===== src/rtl/scrambler_ctrl_tx.sv =====
// Tx scrambler control for one PCIe lane: per-byte scramble-enable, LFSR advance and
// LFSR reseed flags for 8b/10b and 128b/130b, registered alongside the data.
module scrambler_ctrl_tx #(
    parameter int         DATA_BYTES = 4,
    parameter logic [7:0] SKP_G12    = 8'h1C,
    parameter logic [7:0] COM_G12    = 8'hBC
) (
    input  logic                    pclk,
    input  logic                    reset_n,
    input  logic [2:0]              gen,
    input  logic                    scr_disable,
    input  logic                    in_valid,
    input  logic [8*DATA_BYTES-1:0] data_in,
    input  logic [DATA_BYTES-1:0]   datak_in,
    input  logic                    block_start,
    input  logic [1:0]              sync_header,
    output logic                    out_valid,
    output logic [8*DATA_BYTES-1:0] data_out,
    output logic [DATA_BYTES-1:0]   datak_out,
    output logic [DATA_BYTES-1:0]   scr_en,
    output logic [DATA_BYTES-1:0]   advance,
    output logic [DATA_BYTES-1:0]   pattern_reset,
    output logic                    block_err
);

    typedef enum logic [2:0] {
        BT_OTHER,
        BT_DATA,
        BT_TS1,
        BT_TS2,
        BT_SKP,
        BT_EIEOS
    } blk_type_t;

    localparam logic [4:0] STEP = 5'(DATA_BYTES);

    logic [3:0]  sym_cnt;
    logic        in_block;
    blk_type_t   blk_type;
    logic [2:0]  prev_gen;

    logic                  gen_chg;
    logic [3:0]            cur_cnt;
    logic                  cur_in_block;
    blk_type_t             hdr_type;
    logic                  hdr_bad;
    blk_type_t             eff_type;
    blk_type_t             n_blk_type;
    logic [3:0]            base;
    logic [3:0]            sym;
    logic [4:0]            step_sum;
    logic [3:0]            n_sym;
    logic                  n_in_block;
    logic                  n_err;
    logic [DATA_BYTES-1:0] n_scr;
    logic [DATA_BYTES-1:0] n_adv;
    logic [DATA_BYTES-1:0] n_prst;

    always_comb begin
        // A generation change abandons any block in progress.
        gen_chg      = (gen != prev_gen);
        cur_cnt      = gen_chg ? 4'd0 : sym_cnt;
        cur_in_block = gen_chg ? 1'b0 : in_block;

        hdr_bad  = 1'b0;
        hdr_type = BT_OTHER;
        case (sync_header)
            2'b01: hdr_type = BT_DATA;
            2'b10: begin
                case (data_in[7:0])
                    8'h1E:   hdr_type = BT_TS1;
                    8'h2D:   hdr_type = BT_TS2;
                    8'hAA:   hdr_type = BT_SKP;
                    8'h00:   hdr_type = BT_EIEOS;
                    default: hdr_type = BT_OTHER;
                endcase
            end
            default: hdr_bad = 1'b1;
        endcase

        n_sym      = cur_cnt;
        n_in_block = cur_in_block;
        n_blk_type = blk_type;
        eff_type   = BT_OTHER;
        base       = cur_cnt;
        step_sum   = 5'd0;
        sym        = 4'd0;
        n_err      = 1'b0;
        n_scr      = '0;
        n_adv      = '0;
        n_prst     = '0;

        if (gen >= 3'd3) begin
            if (block_start) begin
                n_err      = hdr_bad || (cur_in_block && cur_cnt != 4'd0);
                eff_type   = hdr_type;
                n_blk_type = hdr_type;
                base       = 4'd0;
            end else if (cur_in_block) begin
                eff_type = blk_type;
            end else begin
                n_err = 1'b1;
            end
            // Orphan words outside a block do not move the symbol counter.
            if (block_start || cur_in_block) begin
                step_sum   = {1'b0, base} + STEP;
                n_sym      = step_sum[3:0];
                n_in_block = (step_sum[3:0] != 4'd0);
            end
            for (int k = 0; k < DATA_BYTES; k++) begin
                sym = base + 4'(k);
                case (eff_type)
                    BT_DATA: begin
                        n_scr[k] = 1'b1;
                        n_adv[k] = 1'b1;
                    end
                    BT_TS1, BT_TS2: begin
                        n_scr[k] = (sym != 4'd0);
                        n_adv[k] = 1'b1;
                    end
                    BT_SKP: begin
                        n_adv[k] = 1'b0;
                    end
                    BT_EIEOS: begin
                        n_adv[k]  = 1'b1;
                        n_prst[k] = (sym == 4'd15);
                    end
                    default: n_adv[k] = 1'b1;
                endcase
            end
            if (scr_disable) n_scr = '0;
        end else begin
            for (int k = 0; k < DATA_BYTES; k++) begin
                if (datak_in[k] && data_in[8*k +: 8] == COM_G12) begin
                    n_adv[k]  = 1'b1;
                    n_prst[k] = 1'b1;
                end else if (data_in[8*k +: 8] == SKP_G12) begin
                    n_adv[k] = 1'b0;
                end else if (datak_in[k]) begin
                    n_adv[k] = 1'b1;
                end else begin
                    n_adv[k] = 1'b1;
                    n_scr[k] = ~scr_disable;
                end
            end
            if (scr_disable) n_prst = '1;
        end
    end

    always_ff @(posedge pclk) begin
        if (!reset_n) begin
            out_valid     <= 1'b0;
            data_out      <= '0;
            datak_out     <= '0;
            scr_en        <= '0;
            advance       <= '0;
            pattern_reset <= '0;
            block_err     <= 1'b0;
            sym_cnt       <= 4'd0;
            in_block      <= 1'b0;
            blk_type      <= BT_OTHER;
            prev_gen      <= 3'd0;
        end else begin
            out_valid <= in_valid;
            block_err <= in_valid && n_err;
            if (in_valid) begin
                data_out      <= data_in;
                datak_out     <= datak_in;
                scr_en        <= n_scr;
                advance       <= n_adv;
                pattern_reset <= n_prst;
                sym_cnt       <= n_sym;
                in_block      <= n_in_block;
                blk_type      <= n_blk_type;
                prev_gen      <= gen;
            end else begin
                scr_en        <= '0;
                advance       <= '0;
                pattern_reset <= '0;
            end
        end
    end

endmodule


===== config.mk =====
export PLATFORM = sky130hd
export DESIGN_NAME = scrambler_ctrl_tx
export DESIGN_NICKNAME = d
export VERILOG_FILES = /design/src/rtl/scrambler_ctrl_tx.sv
export SDC_FILE = /design/constraint.sdc
export NUM_CORES = 1
export LEC_CHECK = 0
export CAP_MARGIN = 25
export CELL_PAD_IN_SITES_DETAIL_PLACEMENT = 0
export CELL_PAD_IN_SITES_GLOBAL_PLACEMENT = 2
export CORE_UTILIZATION = 38
export CTS_BUF_LIST = sky130_fd_sc_hd__clkbuf_4
export DETAILED_ROUTE_END_ITERATION = 8
export DONT_BUFFER_PORTS = 1
export HOLD_SLACK_MARGIN = 0.02
export PLACE_DENSITY = 0.82
export SLEW_MARGIN = 40
export SYNTH_ARGS = -nofsm -noshare
export SYNTH_HDL_FRONTEND = slang
export SYNTH_SLANG_ARGS = --single-unit

===== constraint.sdc =====
create_clock -name pclk -period 2.3 [get_ports pclk]
set_input_delay 0.46 -clock pclk [delete_from_list [all_inputs] [get_ports pclk]]
set_output_delay 0.46 -clock pclk [all_outputs]
set_load 0.05 [all_outputs]

==> results.cfg <==
[setup_path]
cp_data_required_time_ns = 2.61
critPathMaxFanout = 4
worstPathCellList = xor2_1, nor4_2, buf_4, nand2_1, inv_1, ha_1, xor2_1, nand4b_1, o31ai_1
crit_top_cell = xor2_1
crit_slowest_cell = dfxtp_1
cp.arrival_ns = 2.42
crit_type = reg2reg
slowest_delay_ns = 0.34
end_kind = register
start_kind = register

[clock_network]
clock_sinks = 61
cts_resized = 0
cts_root_buffer = clkbuf_4
cts_tree = done
post_cts_buffers = 0
holdBufCountCts = 0
clkTransAtPathRegs_ns = 0.11
cts_buffer_depth = 2
htree_levels = 3
worstSkewPairLatency_ns = 0.41
numCtsBuffers = 9

[yosys]
async_reset_ff_share_pct = 0
synthCells = 302
synth_top_area_share_pct = 43.7
yosysTopAreaCell = dfxtp_1
synth_edf_count = 0
ys_types = 46
ys_seq_area_share_pct = 43.7
synthFlopType = dfxtp_1
synthTopCellsByCount = 61 x dfxtp_1, 54 x nor2_1, 40 x mux2i_1, 19 x nand2_1, 11 x o21ai_0
synth_nets = 354
netlist_top_cells_area = dfxtp_1 44%, mux2i_1 14%, nor2_1 7.3%, ha_1 2.7%, nand2_1 2.6%
synth_area_per_cell_um2 = 9.26
yosys_register_bits = 61
syn_area_um2 = 2800
synth_warnings = 0
yosysMostFrequentCell = dfxtp_1

[detailed_routing]
postRouteAntennaNets = 0
dr.pass1.iters = 4
dr_total_vias = 2219
routed_via_density = 5.37
detail_route.wirelength_um = 7060
drt_iter0_markers = 75
drc = 0
wl_per_cell_um = 17.1

[timing]
fin_crit_ns = 2.10
hold_viol_final = 0
max_freq_ghz = 0.475
timing.final.crit_share_pct = 91.5
fin_hold_ws_ns = 0.185
drv_slew = 0
max_slew_margin_pct = 63.3
setup_viol = 0
fin_skew_ns = 0.0103
worstMarginPinSlew_ns = 0.549
rsz0062_at_grt = false
fin_tns_setup_ns = 0

[floorplanning]
initial_core_util_pct = 40.3
dieHeight_um = 87.8
boundaryPins = 96
dieWidth_um = 87.8
std_cell_rows = 30
dieArea_um2 = 7700
core_area_um2 = 6940

[worst_hold_path]
hp-class = in2reg

[global_route]
grt_first_pass_wirelength_um = 11100
use_met1_pct = 24.8
grt_pass1_vias = 2198
grt-busiest-layer = met2
grtUsageTotal_pct = 19.4
use_met3_pct = 5.84
antenna_found_initial = 0
grt_overflow_total = 0
grt_max_degree = 48
use_met2_pct = 29.7

[placement]
portBuffers = 0
place_congestion = 0.797
hpwlAfterDp_um = 5190

[final_layout]
area_growth_pct = 11.1
drive_gt1_share_pct = 11.4
nFillCells = 698
fin_util_pct = 44.7
diodes = 0
fin_nets = 364

[power]
leakagePower_uw = 0.00130
power.density_nw_per_um2 = 750
vdd_drop_max_v = 0.000302

[status]
outcome = completed

[flow_run]
maxCapViolCount = 0
[state kept, by name, indices dropped and copies added (netlist names)]
register,cells
blk_type,3
out_valid,1
advance,4
data_out,32
in_block,1
pattern_reset,4
block_err,1
datak_out,4
scr_en,4
sym_cnt,4
prev_gen,3
[layout by cell type (no fill, tap or decap), types with 6 or more instances in the layout]
master,instances
nand2_1,19
ha_1,6
o31ai_1,7
inv_1,8
nor3_1,9
nor2_1,54
buf_4,11
dfxtp_1,61
nor4_1,6
o21ai_0,11
nand3b_1,7
a21oi_1,10
clkbuf_4,10
mux2i_1,40
[layer usage]
layer  part of all wire (%)  vias up
li1                       -     1096
met1                     46     1025
met2                     44       86
met3                    8.3       12
met4                    2.0        0
met5                      0        -
[per-stage QoR]
| stage | power (µW) | cells | instance area (µm²) | setup slack, ns |
|---|---|---|---|---|
| after floorplan | 1470 | 302 | 2800 | 0.201 |
| after global placement | 1500 | 397 | 2950 | 0.107 |
| after CTS | 2360 | 413 | 3110 | 0.224 |
| after detailed placement | 1500 | 397 | 2950 | 0.0599 |
| after global routing | 2430 | 413 | 3110 | 0.0469 |
| final | 2330 | 413 | 3110 | 0.196 |
[critical path: cells and delay by family, from the launching register on]
kind	cells	cell delay [ns]
simple gates	3	0.49
compound gates	1	0.24
buf+inv	2	0.28
flops	1	0.34
xor+xnor	2	0.48
fa+ha+maj	1	0.19
[kinds of logic after synthesis]
family / Yosys count / synth area share, %
flip-flops: 61 / 43.7
multiplexers: 40 / 14.3
AO/OA/AOI/OAI: 43 / 11.4
adder cells (fa/ha/maj): 6 / 2.69
AND/OR/NAND/NOR: 126 / 23.2
XOR/XNOR: 5 / 1.57
buffers and inverters: 21 / 3.09
[report_power, final]
group          total [µW]  switching (µW)  internal [µW]  leakage (µW)
sequential           1300             192           1110      0.000502
combinational         171            87.8           83.6      0.000711
clock                 861             408            453     0.0000868
total                2330             688           1640       0.00130
[layout make-up]
class / instances / area, µm² / share of cell area [%]
multi-input cells: 220 / 1490 / 47.9
flip-flops and latches: 61 / 1220 / 39.3
well taps: 96 / 120 / 3.87
clock inverters: 6 / 86.3 / 2.78
repair buffers: 11 / 82.6 / 2.66
clock buffers: 10 / 75.1 / 2.42
inverters: 9 / 33.8 / 1.09
[final timing paths]
kind | start | end | slack (ns) | cells past startpoint
worst max register to register | prev_gen[0] | pattern_reset[3] | 0.20 | 9
worst min-delay path | data_in[8] | data_out[8] | 0.18 | 2
worst max-delay path | prev_gen[0] | pattern_reset[3] | 0.20 | 9
worst min register to register | blk_type[0] | blk_type[0] | 0.47 | 2
(Power assumes the default switching activity.)
